--- src/rtl/pipeline_pkg.sv ---
// Shared types for the pipeline hazard controller: FSM states, forwarding selects
// and the decode-stage control bundle that travels down the pipe.
package pipeline_pkg;

   typedef enum logic [1:0] {
      RUN      = 2'd0,
      MEM_WAIT = 2'd1,
      ERROR    = 2'd2
   } hz_state_e;

   localparam logic [1:0] FWD_RD   = 2'b00;
   localparam logic [1:0] FWD_RESW = 2'b01;
   localparam logic [1:0] FWD_ALUM = 2'b10;

   typedef struct packed {
      logic reg_write;
      logic mem_to_reg;
      logic pc_src;
      logic branch;
   } ctrl_t;

endpackage

--- src/rtl/forward_unit.sv ---
// Operand forwarding select for one E-stage source operand; the M-stage result
// takes priority over the W-stage result.
module forward_unit
   import pipeline_pkg::*;
(
   input  logic       match_m,
   input  logic       match_w,
   input  logic       reg_write_m,
   input  logic       reg_write_w,
   output logic [1:0] fwd
);

   always_comb begin
      fwd = FWD_RD;
      if (match_m & reg_write_m)      fwd = FWD_ALUM;
      else if (match_w & reg_write_w) fwd = FWD_RESW;
   end

endmodule

--- src/rtl/pipeline_hazard_ctrl.sv ---
// Hazard controller: forwarding, load-use/branch/memory stalls and flushes, and
// the control chain D->E->M->W. Define HAZARD_PERF_CNT_EN for stall/flush counters.
module pipeline_hazard_ctrl
   import pipeline_pkg::*;
#(
   parameter int WAIT_LIMIT = 15,
   parameter int CNT_W      = 32
) (
   input  logic             clk,
   input  logic             reset,
   input  logic [4:0]       match,
   input  logic             RegWriteD,
   input  logic             MemtoRegD,
   input  logic             PCSrcD,
   input  logic             BranchD,
   input  logic             CondExE,
   input  logic             MemReqM,
   input  logic             MemReadyM,
   output logic [1:0]       ForwardAE,
   output logic [1:0]       ForwardBE,
   output logic             stallF,
   output logic             stallD,
   output logic             stallE,
   output logic             stallM,
   output logic             flushD,
   output logic             flushE,
   output logic             RegWriteW,
   output logic             MemtoRegW,
   output logic             PCSrcW,
   output logic             BranchTakenE,
`ifdef HAZARD_PERF_CNT_EN
   output logic [CNT_W-1:0] StallCnt,
   output logic [CNT_W-1:0] FlushCnt,
`endif
   output logic             MemErr
);

   localparam int NUM_OPS = 2;
   localparam int WCW     = (WAIT_LIMIT < 1) ? 1 : $clog2(WAIT_LIMIT + 1);
   localparam logic [WCW-1:0] LIMIT = WCW'(WAIT_LIMIT);

   hz_state_e      state, state_nxt;
   logic [WCW-1:0] wait_cnt;
   ctrl_t          ctrl_e;
   logic           reg_write_m, mem_to_reg_m, pc_src_m;
   logic           ldr_stall, pc_pend, mem_wait, err_st, hold, at_limit;
   logic [NUM_OPS-1:0][1:0] fwd;

   // Operand A uses match_1e_{m,w} (bits 3,1); operand B uses match_2e_{m,w} (bits 2,0).
   for (genvar g = 0; g < NUM_OPS; g++) begin : g_fwd
      forward_unit u_fwd (
         .match_m     (match[3-g]),
         .match_w     (match[1-g]),
         .reg_write_m (reg_write_m),
         .reg_write_w (RegWriteW),
         .fwd         (fwd[g])
      );
   end
   assign ForwardAE = fwd[0];
   assign ForwardBE = fwd[1];

   // Ready releases the wait in the same cycle so a coincident load-use stall applies at once.
   assign ldr_stall = match[4] & ctrl_e.mem_to_reg & ctrl_e.reg_write;
   assign pc_pend   = PCSrcD | ctrl_e.pc_src | pc_src_m;
   assign mem_wait  = ((state == MEM_WAIT) | ((state == RUN) & MemReqM)) & ~MemReadyM;
   assign err_st    = (state == ERROR);
   assign hold      = mem_wait | err_st;
   assign at_limit  = (state == MEM_WAIT) & ~MemReadyM & (wait_cnt == LIMIT);

   assign BranchTakenE = ctrl_e.branch & CondExE;
   assign stallF       = ldr_stall | pc_pend | hold;
   assign stallD       = ldr_stall | hold;
   assign stallE       = hold;
   assign stallM       = hold;
   assign flushD       = (pc_pend | PCSrcW | BranchTakenE) & ~hold;
   assign flushE       = (ldr_stall | BranchTakenE) & ~hold;
   assign MemErr       = err_st | at_limit;

   always_comb begin
      state_nxt = state;
      case (state)
         RUN:      if (MemReqM & ~MemReadyM) state_nxt = MEM_WAIT;
         MEM_WAIT: if (MemReadyM)            state_nxt = RUN;
                   else if (at_limit)        state_nxt = ERROR;
         ERROR:    state_nxt = ERROR;
         default:  state_nxt = RUN;
      endcase
   end

   always_ff @(posedge clk) begin
      if (reset) begin
         state    <= RUN;
         wait_cnt <= '0;
      end else begin
         state <= state_nxt;
         if (state == RUN && state_nxt == MEM_WAIT)
            wait_cnt <= '0;
         else if (state == MEM_WAIT && wait_cnt != LIMIT)
            wait_cnt <= wait_cnt + WCW'(1);
      end
   end

   // While held, E/M keep their contents and W takes a bubble so a retired write never repeats.
   always_ff @(posedge clk) begin
      if (reset) begin
         ctrl_e       <= '0;
         reg_write_m  <= 1'b0;
         mem_to_reg_m <= 1'b0;
         pc_src_m     <= 1'b0;
         RegWriteW    <= 1'b0;
         MemtoRegW    <= 1'b0;
         PCSrcW       <= 1'b0;
      end else if (hold) begin
         RegWriteW    <= 1'b0;
         MemtoRegW    <= 1'b0;
         PCSrcW       <= 1'b0;
      end else begin
         ctrl_e       <= flushE ? '0 : ctrl_t'{RegWriteD, MemtoRegD, PCSrcD, BranchD};
         reg_write_m  <= ctrl_e.reg_write & CondExE;
         mem_to_reg_m <= ctrl_e.mem_to_reg;
         pc_src_m     <= ctrl_e.pc_src & CondExE;
         RegWriteW    <= reg_write_m;
         MemtoRegW    <= mem_to_reg_m;
         PCSrcW       <= pc_src_m;
      end
   end

`ifdef HAZARD_PERF_CNT_EN
   always_ff @(posedge clk) begin
      if (reset) begin
         StallCnt <= '0;
         FlushCnt <= '0;
      end else begin
         if (stallD) StallCnt <= StallCnt + CNT_W'(1);
         if (flushE) FlushCnt <= FlushCnt + CNT_W'(1);
      end
   end
`else
   logic [CNT_W-1:0] perf_unused;
   assign perf_unused = '0;
`endif

endmodule

--- config.mk ---
export PLATFORM = sky130hd
export DESIGN_NAME = pipeline_hazard_ctrl
export DESIGN_NICKNAME = d
export VERILOG_FILES = /design/src/rtl/pipeline_pkg.sv /design/src/rtl/forward_unit.sv /design/src/rtl/pipeline_hazard_ctrl.sv
export SDC_FILE = /design/constraint.sdc
export NUM_CORES = 1
export LEC_CHECK = 0
export CAP_MARGIN = 5
export CORE_MARGIN = 3
export CORE_UTILIZATION = 48
export DETAILED_ROUTE_END_ITERATION = 16
export DONT_BUFFER_PORTS = 1
export PLACE_DENSITY_LB_ADDON = 0.15
export SETUP_SLACK_MARGIN = 0.2
export SLEW_MARGIN = 5
export SYNTH_ARGS = -nofsm -noshare
export SYNTH_HDL_FRONTEND = slang
export SYNTH_SLANG_ARGS = --single-unit
--- constraint.sdc ---
create_clock -name clk -period 1.8 [get_ports clk]
set_input_delay 0 -clock clk [delete_from_list [all_inputs] [get_ports clk]]
set_output_delay 0 -clock clk [all_outputs]
set_load 0.005 [all_outputs]
==> run metrics, run 1 <==
main combinational cell family by area after synthesis=simple AND/OR/NAND/NOR gates; clock-pin slew on the worst setup and hold paths=~90 ps; Placeable Area=approximately 1400 um2; Power Dens Cells=around 810 nW/um2; slowest CP cell=dfxtp_1; Post-Synth XOR/XNOR Area=about 3.5%; status=finished clean; vias per cell=~5.5; pin count of the biggest net entering global routing=15; total negative slack=0 ps; Avg Synthesized Cell Area=a little under 9 um2; worst-path fanout max=14; most frequent cells in the layout=16 x dfxtp_1, 12 x nand3_1, 11 x nand2_1; Routed Antenna Nets=0; crit path buf inv count=1; cell breakdown of the critical path=nand2b_1 > o31a_2 > inv_6 > a21oi_1; GRT Util Overall=between 10% and 20%; Post-Synth Adder-Cell Area=under 10%; FF+latch count, synth=16; RSZ-0062 raised after global routing=false; cell internal pwr=523 uW; clk root buf=clkbuf_4; number of distinct library cells after synthesis=24; endpoints failing setup=0; IO Pins=29; DRC Markers=0; H-Tree Depth=1; CP arrival=1440 ps; max cap viols=0; n_diodes=0; Die ar.=about 2100 um2; critical path required time=1800 ps; critical path endpoint category=output port; Seq pwr share=54.4%; Initial Util=between 50% and 60%; WL final=1.52 mm; f_max=between 600 and 700 MHz; IO Port Bufs=0; Comb power frac=a little under an eighth; Seq/Total Area, Yosys=42.4%; clk_skew=between 3 and 4 ps; most common cell after layout, fill and taps aside=dfxtp_1; Fill cells=about 140; CP top delay family=compound AO/OA/AOI/OAI gates; initial antenna violation count=0; Nets=111; chip width=roughly 46 um; worst ir drop on vdd=0.486 mV; syn nets=102; TritonCTS Buffers=3; final hold viol count=0; Rel. slew slack=between 50 and 60%; Sw Ratio=approximately a quarter; Hold Path Class=primary input to output port; GR Overflow Total=0; Worst Max-Slew Pin Slew=between 600 and 700 ps; Compound-Gate Fraction of Synth Area=between 10% and 20%; Leak=around 0.00033 uW; Detail Placement HPWL=around 1.1 mm; Min Hold Slack=slightly below 80 ps; mux share of post-synthesis cell area=0%; final worst path period need=around 1400 ps; final period utilization=between 80% and 90%; clock share of power=between 30% and 40%; CTS Buffer Depth=2; Num Clock Sinks=16; Die Y=between 40 and 50 um; Cell Area, Synth=756 um2; Sw Pwr=roughly 170 uW; YS warnings=0; cell count after synthesis=87; 1st-iter DRT viols=11; Worst-Skew Late Latency=around 290 ps; number of global-route vias before repair=about 540; crit path kind=flop to output port; gpl congestion=between 0.7 and 0.8; DR WL/cell=approximately 14 um; CTS tree=done; layout cell share with drive strength beyond 1=about a fifth; Area growth, synth to finish=12.4%; first-pass GRT wire length=approximately 2.5 mm; Crit path largest cell delay=380 ps; Setup crit start kind=flop; first-pass detailed-route iteration total=4; via count=a little over 600; fin. max-slew vios=0; Post-CTS Setup Inserts=0; Rows=13; Synth Area in Simple Gates=34.3%
-- per-layer routing --
layer / vias up / share of wire (%) / GRT usage [%]
li1: 308 / - / -
met5: - / 0 / 0
met3: 5 / 10 / 8.70
met1: 270 / 44 / 20.3
met2: 26 / 44 / 26.5
met4: 0 / 1.9 / 8.77
-- kinds of logic after synthesis --
group | after synthesis
AND/OR/NAND/NOR | 49
flip-flops | 16
AO/OA/AOI/OAI | 12
buffers and inverters | 6
XOR/XNOR | 3
adder cells (fa/ha/maj) | 1
-- area by class of cell --
cell class / instances / area, um2 / area share, %
repair buffers: 8 / 80.1 / 9.43
inverters: 2 / 12.5 / 1.47
well taps: 15 / 18.8 / 2.21
clock buffers: 4 / 36.3 / 4.27
multi-input cells: 65 / 382 / 44.9
flip-flops and latches: 16 / 320 / 37.7
-- Yosys cell counts (all sizes together) --
master  number  area, um2
nor3b        3       37.5
nor2        10       37.5
a21oi       10       65.1
ha           1       12.5
nand3       12       60.1
a31o         1       8.76
xor2         3       26.3
nand2       15       66.3
o31a         1       8.76
and2         3       18.8
nor2b        2       12.5
nand2b       1       6.26
buf          4       42.5
and3         1       6.26
nor3         1       5.00
inv          2       12.5
dfxtp       16        320
nor4b        1       8.76
-- sequential cells by signal (all words and copies together), names as in the netlist --
register	count
RegWriteW	1
mem_to_reg_m	1
MemtoRegW	1
PCSrcW	1
reg_write_m	1
state	2
pc_src_m	1
ctrl_e	4
wait_cnt	4
-- through the flow --
| stage | std cells | power (uW) | utilization [%] | instance area (um2) | setup slack (ps) |
|---|---|---|---|---|---|
| after global placement | 98 | 440 | 52.9 | 732 | 499 |
| after detailed placement | 98 | 441 | 52.9 | 732 | 452 |
| after CTS | 110 | 698 | 61.4 | 850 | 356 |
| after global routing | 110 | 732 | 61.4 | 850 | 249 |
| after floorplan | 87 | 446 | - | 756 | 652 |
| final | 110 | 691 | 61.4 | 850 | 359 |
-- repair_timing --
item | in CTS | in global routing
resized for setup | 1 | 0
hold buffers | 8 | 0
endpoints found under the setup margin | 1 | 0
hold endpoints to repair | 16 | 0
-- final timing paths --
check / from / endpoint / slack, ps / cells past startpoint
worst max-delay path: state[0]$_SDFF_PP0_ / flushD / 360 / 4
worst min-delay path: match[0] / ForwardBE[0] / 80 / 2
worst max register to register: state[0]$_SDFF_PP0_ / mem_to_reg_m$_SDFFE_PP0N_ / 520 / 5
worst min register to register: ctrl_e[0]$_SDFFE_PP0N_ / ctrl_e[0]$_SDFFE_PP0N_ / 460 / 2
-- power by group through the flow --
| stage | Sequential [uW] | Clock (uW) | Combinational (uW) |
|---|---|---|---|
| after floorplan | 382 | 0 | 64.7 |
| after global placement | 383 | 0 | 56.9 |
| after detailed placement | 383 | 0 | 57.3 |
| after CTS | 375 | 245 | 77.9 |
| after global routing | 377 | 266 | 88.5 |
| final | 375 | 237 | 78.1 |
Power figures use the tool's default switching activity.
==> run 2, diff against run 1 <==
- clock period: 1.8 -> 1.4 ns (I/O delays scaled with it)
==> run 2 against run 1 <==
Effect of this change: clock skew rose by 1.7 ps; final cell count rose by 9.1%; critical path type unchanged; design area rose by 25%; first-iteration DRC count rose by 9.1%; register-to-register slack got worse by 390 ps; combinational power rose by 98%; die area did not move; non-clock buffer count rose by 9; flip-flop and latch count did not move; largest cell class unchanged; worst hold slack barely moved; critical path depth rose by 1.
==> run metrics, run 2 (synthesis gave the netlist of run 1 again) <==
IO Port Bufs=0 (unchanged); status=finished clean (unchanged); Die ar.=2090 um2 (unchanged); 1st-iter DRT viols=12 (was 11); IO Pins=29 (unchanged); Hold Path Class=primary input to output port (unchanged); TritonCTS Buffers=3 (unchanged); Sw Pwr=258 uW (was 168 uW); final worst path period need=roughly 1300 ps; Area growth, synth to finish=40.6% (was 12.4%); number of global-route vias before repair=727 (was 541); DRC Markers=0 (unchanged); sequential cell area=325 um2 (was 320 um2); Sw Ratio=26.8% (was 24.3%); initial antenna violation count=0 (unchanged); Min Hold Slack=78.6 ps (was 78.8 ps); cell internal pwr=703 uW (was 523 uW); layout cell share with drive strength beyond 1=45.7% (was 18.9%); crit path kind=flop to output port (unchanged); critical path required time=1400 ps (was 1800 ps); critical path endpoint category=output port (unchanged); Placeable Area=1380 um2 (unchanged); max cap viols=0 (unchanged); Worst-Skew Late Latency=300 ps (was 290 ps); first-pass detailed-route iteration total=4 (unchanged); cell breakdown of the critical path=nand2b_4 > o31a_1 > buf_6 > inv_12 > a21oi_4 (was nand2b_1 > o31a_2 > inv_6 > a21oi_1); DR WL/cell=15.6 um (was 13.8 um); Placed Cells=99 (was 98); pin count of the biggest net entering global routing=14 (was 15); final hold viol count=0 (unchanged); gpl congestion=0.758 (was 0.752); vias per cell=5.68 (was 5.54); Setup crit start kind=flop (unchanged); final period utilization=between 90% and 100%; Rows=13 (unchanged); Power Dens Cells=905 nW/um2 (was 813 nW/um2); overall power=961 uW (was 691 uW); fin. max-slew vios=0 (unchanged); total negative slack=0 ps (unchanged); H-Tree Depth=1 (unchanged); worst ir drop on vdd=0.567 mV (was 0.486 mV); first-pass GRT wire length=3.07 mm (was 2.51 mm); Layout Cells excl Fill=120 (was 110); via count=681 (was 609); clk root buf=clkbuf_4 (unchanged); Largest regs=ctrl_e (4), wait_cnt (4), state (2) (unchanged); GR Overflow Total=0 (unchanged); CTS Buffer Depth=2 (unchanged); Worst Max-Slew Pin Slew=709 ps (was 606 ps); Initial Util=54.7% (unchanged); Die Y=45.7 um (unchanged); CP arrival=1270 ps (was 1440 ps); clk_skew=5.55 ps (was 3.87 ps); endpoints failing setup=0 (unchanged); CTS tree=done (unchanged); Comb power frac=16.1% (was 11.3%); Crit path largest cell delay=370 ps (was 380 ps); most common cell after layout, fill and taps aside=dfxtp_1 (unchanged); most frequent cells in the layout=12 x dfxtp_1, 11 x nand3_1, 8 x nand2_1, 8 x dlygate4sd3_1 (was 16 x dfxtp_1, 12 x nand3_1, 11 x nand2_1); clock-pin slew on the worst setup and hold paths=100 ps (was 90 ps); clock share of power=33.3% (was 34.3%); Detail Placement HPWL=1.10 mm (was 1.05 mm); Num Clock Sinks=16 (unchanged); Routed Antenna Nets=0 (unchanged); f_max=a little under 800 MHz; chip width=45.7 um (unchanged); GRT Util Overall=20.9% (was 17.6%); RSZ-0062 raised after global routing=true (was false); Seq pwr share=50.6% (was 54.4%); n_diodes=0 (unchanged); Leak=0.000407 uW (was 0.000326 uW); Rel. slew slack=52.6% (was 59.5%); Fill cells=88 (was 137); worst-path fanout max=8 (was 14); Nets=121 (was 111); WL final=1.87 mm (was 1.52 mm); Multi-input gate area=482 um2 (was 382 um2); slowest CP cell=dfxtp_2 (was dfxtp_1)
==> run 2: changes by cell type in the layout (fill, tap and decap cells not counted), sizes merged <==
cell,previous run,this run
buf,0,9
inv,2,3
==> run 2: timing repair <==
action | CTS | global route
setup buffers | 8 | 0
hold buffers | 8 | 0
endpoints found under the hold margin | 16 | 0
setup endpoints to repair | 14 | 17
resized for setup | 22 | 10
pin swaps | 5 | 3
cloned | 1 | 0
==> run 2: worst max-delay path: cells and delay by family, from the launching register on <==
kind                   cells  cell delay, ps
DFF                        1             370
and+or+nand+nor            1             130
AOI/OAI and AO/OA          2             250
buffers and inverters      2             230
==> run 2: routing by layer <==
layer  global-route usage [%]  vias to the layer above  share of wire [%]
met2                     32.6                       30                 48
met4                     12.3                        0                3.4
met3                     5.53                        8                8.0
met1                     25.6                      311                 41
li1                         -                      332                  -
met5                        0                        -                  0
==> run 2: area by class of cell <==
cell class | count | area share, %
Multi-Input combinational cell | 65 | 45.3
Sequential cell | 16 | 30.6
Timing Repair Buffer | 17 | 15.4
Clock buffer | 4 | 3.42
Inverter | 2 | 1.88
Tap cell | 15 | 1.77
Timing Repair inverter | 1 | 1.53
==> run 2: path summary, 6_finish.rpt <==
path	slack [ps]	cells after the start	to	startpoint
max	130	5	flushD	state[0]$_SDFF_PP0_
min	80	2	ForwardBE[0]	match[0]
max reg2reg	130	7	pc_src_m$_SDFFE_PP0N_	state[0]$_SDFF_PP0_
min reg2reg	480	2	reg_write_m$_SDFFE_PP0N_	reg_write_m$_SDFFE_PP0N_
==> run 2: power groups by stage <==
stage | registers [uW] | clock network (uW) | logic [uW]
after global routing | 489 | 334 | 169
after floorplan | 491 | 0 | 83.2
after detailed placement | 494 | 0 | 76.5
after CTS | 485 | 317 | 146
after global placement | 493 | 0 | 76.2
final | 486 | 320 | 155
==> run 2: through the flow <==
step	worst slack (ps)	util, %	area (um2)
after floorplan	252	-	756
after global placement	218	53.5	739
after detailed placement	156	53.5	739
after CTS	149	74.1	1020
after global routing	52.6	76.8	1060
final	126	76.8	1060
==> run 3, diff against run 2 <==
- ABC_CLOCK_PERIOD_IN_PS: default -> 1400
- GPL_TIMING_DRIVEN: default -> 0
- SYNTH_HIERARCHICAL: default -> 1
==> run 3 against run 2 <==
Effect of this change: global-route usage shrank 4.1 points; clock power down 6%; sequential share of layout area up 1.0 points; sequential power about the same; largest power group unchanged.
==> run metrics, run 3 <==
status=finished clean (unchanged); Setup WS pre-CTS=132 ps (was 156 ps); gr busiest metal=met2 (unchanged); chip width=46.6 um (was 45.7 um); Area growth, synth to finish=32.0% (was 40.6%); YS warnings=6 (was 0); Placeable Area=1520 um2 (was 1380 um2); Worst-Skew Late Latency=280 ps (was 300 ps); Initial Util=51.9% (was 54.7%); first-pass GRT wire length=2.53 mm (was 3.07 mm); worst ir drop on vdd=0.543 mV (was 0.567 mV); Nets=119 (was 121); Power Dens Cells=895 nW/um2 (was 905 nW/um2); IO Port Bufs=0 (unchanged); asr flop ratio synth=0% (unchanged); reg-to-reg slack, setup=90 ps (was 130 ps); vias per cell=5.71 (was 5.68); worst-path fanout max=6 (was 8); Core Util, Final=68.5% (was 76.8%); via count=680 (was 681); Reg-to-Reg End=ctrl_e[1]$_SDFFE_PP0N_ (was pc_src_m$_SDFFE_PP0N_); clock-pin slew on the worst setup and hold paths=90 ps (was 100 ps); most common cell after layout, fill and taps aside=dfxtp_1 (unchanged); pin count of the biggest net entering global routing=11 (was 14); Synth top area share=40.5% (was 42.4%); Min Hold Slack=26.6 ps (was 78.6 ps); Post-synth top cells=16 x dfxtp_1, 11 x nand2_1, 11 x nand3_1 (was 16 x dfxtp_1, 12 x nand3_1, 11 x nand2_1); crit path kind=flop to output port (unchanged); Detail Placement HPWL=1.04 mm (was 1.10 mm); Setup crit start kind=flop (unchanged); WL final=1.64 mm (was 1.87 mm); most frequent cells in the layout=12 x dfxtp_1, 10 x nand3_1, 10 x nand2_1 (was 12 x dfxtp_1, 11 x nand3_1, 8 x nand2_1, 8 x dlygate4sd3_1); critical path required time=1400 ps (about the same); Final WS setup=73.5 ps (was 126 ps); Worst Max-Slew Pin Slew=598 ps (was 709 ps); DRC Markers=0 (unchanged); CTS Buffer Depth=2 (unchanged); Routed Antenna Nets=0 (unchanged); GRT Util Overall=16.8% (was 20.9%); FF-to-FF path depth=7 (unchanged); met1 usage=22.5% (was 25.6%); most frequent cell after synthesis=dfxtp_1 (unchanged); H-Tree Depth=1 (unchanged); Avg Synthesized Cell Area=9.09 um2 (was 8.69 um2); fin. max-slew vios=0 (unchanged); gpl congestion=0.655 (was 0.758); max cap viols=0 (unchanged); Rows=14 (was 13); 1st-iter DRT viols=7 (was 12); Worst Hold Depth=3 (was 2); Cell Area, Synth=791 um2 (was 756 um2); final worst path period need=1330 ps (was 1270 ps); number of global-route vias before repair=599 (was 727); critical path endpoint category=output port (unchanged); TritonCTS Buffers=3 (unchanged); IO Pins=29 (unchanged); initial antenna violation count=0 (unchanged); endpoints failing setup=0 (unchanged); final hold viol count=0 (unchanged); GR Overflow Total=0 (unchanged); CTS tree=done (unchanged); Die ar.=2170 um2 (was 2090 um2); Hold EP=state[0]$_SDFF_PP0_ (was ForwardBE[0]); number of distinct library cells after synthesis=30 (was 24); Layout Cells excl Fill=119 (was 120); FF+latch count, synth=16 (unchanged); n_diodes=0 (unchanged); clk root buf=clkbuf_4 (unchanged); Post-synth top flop=dfxtp_1 (unchanged); Largest regs=ctrl_e (4), wait_cnt (4), state (2) (unchanged); Leak=0.000389 uW (was 0.000407 uW); f_max=754 MHz (was 785 MHz); GRT met3 Usage=5.47% (was 5.53%); EDFF count, synth=0 (unchanged); CP arrival=1330 ps (was 1270 ps); RSZ-0062 raised after global routing=true (unchanged); Placed Cells=103 (was 99); FF-to-FF Start=state[0]$_SDFF_PP0_ (unchanged); total negative slack=0 ps (unchanged); Hold Path Class=primary input to flop (was primary input to output port); clk_skew=2.04 ps (was 5.55 ps); Die Y=46.6 um (was 45.7 um); top cells by area, synth=dfxtp_1 41%, nand3_1 7.0%, nand2_1 5.2% (was dfxtp_1 42%, nand3_1 7.9%, nand2_1 5.5%); cell accounting for the most synthesized area=dfxtp_1 (unchanged); syn nets=102 (unchanged); first-pass detailed-route iteration total=6 (was 4); Seq/Total Area, Yosys=40.5% (was 42.4%); final period utilization=94.8% (was 91.0%); DR WL/cell=13.8 um (was 15.6 um); Rel. slew slack=60.1% (was 52.6%); layout cell share with drive strength beyond 1=41.7% (was 45.7%); cell count after synthesis=87 (unchanged); met2 Usage GRT=23.6% (was 32.6%); Num Clock Sinks=16 (unchanged); Worst Min Path Start=MemReqM (was match[0])
run 3: cell count changes in the layout (fill, tap and decap cells not counted), moves of 3 or more:
| cell | previous run | this run |
|---|---|---|
| a21oi_1 | 2 | 5 |
| buf_4 | 7 | 4 |
| nor2_2 | 1 | 4 |
| nor2_1 | 7 | 3 |
run 3: critical path, stage by stage (launching register included):
cell,delay [ps]
dfxtp_4,380
nor2_2,50
o31a_1,240
buf_6,130
inv_8,50
buf_12,110
buf_6,90
run 3: cell type report:
type | instances | area, um2
buffer | 4 | 46.3
clock buffer | 4 | 36.3
fill | 128 | 480
inverter | 1 | 11.3
multi-input combinational | 66 | 467
sequential | 16 | 330
tap | 16 | 20.0
timing repair buffer | 12 | 133
run 3: cell families after synthesis:
logic type                 Yosys count  share of synthesized area, %
adders and majority gates            1                          1.58
and+or+nand+nor                     50                          36.9
DFF                                 16                          40.5
AOI/OAI and AO/OA                   13                          12.0
buffers and inverters                5                          6.80
xor gates and xnor gates             2                          2.22
run 3: how the worst max path moves through the flow:
| stage | start | to | slack (ps) | cells after the start |
|---|---|---|---|---|
| 2_1_floorplan | state[0]$_SDFF_PP0_ | ctrl_e[1]$_SDFFE_PP0N_ | 240 | 7 |
| 3_3_place_gp | state[0]$_SDFF_PP0_ | ctrl_e[0]$_SDFFE_PP0N_ | 140 | 7 |
| 3_5_place_dp | state[0]$_SDFF_PP0_ | ctrl_e[3]$_SDFFE_PP0N_ | 130 | 7 |
| 4_1_cts | state[0]$_SDFF_PP0_ | stallM | 50 | 6 |
| 5_1_grt | state[0]$_SDFF_PP0_ | flushD | -9 | 6 |
| 6_report | state[0]$_SDFF_PP0_ | stallM | 70 | 6 |
run 3: stage by stage:
stage | cell area, um2 | power (uW)
final | 1040 | 933
after global routing | 1040 | 984
after CTS | 996 | 935
after detailed placement | 811 | 592
after global placement | 811 | 590
after floorplan | 791 | 577
run 3: per-layer routing:
metal,wire length (um),vias to the layer above
li1,-,332
met1,741,316
met2,727,28
met3,144,4
met4,26,0
met5,0,-
run 3: report_power, final:
group / internal, uW / total (uW) / switching (uW)
combinational: 81.1 / 148 / 67.3
sequential: 469 / 483 / 13.6
clock: 158 / 302 / 144
run 3: timing repair:
| action | CTS | global route |
|---|---|---|
| hold endpoints to repair | 12 | 0 |
| gates resized for setup | 8 | 10 |
| cloned | 1 | 0 |
| buffers inserted | 3 | 1 |
| setup endpoints to repair | 17 | 22 |
| hold buffers | 7 | 0 |
| pin swaps | 0 | 1 |
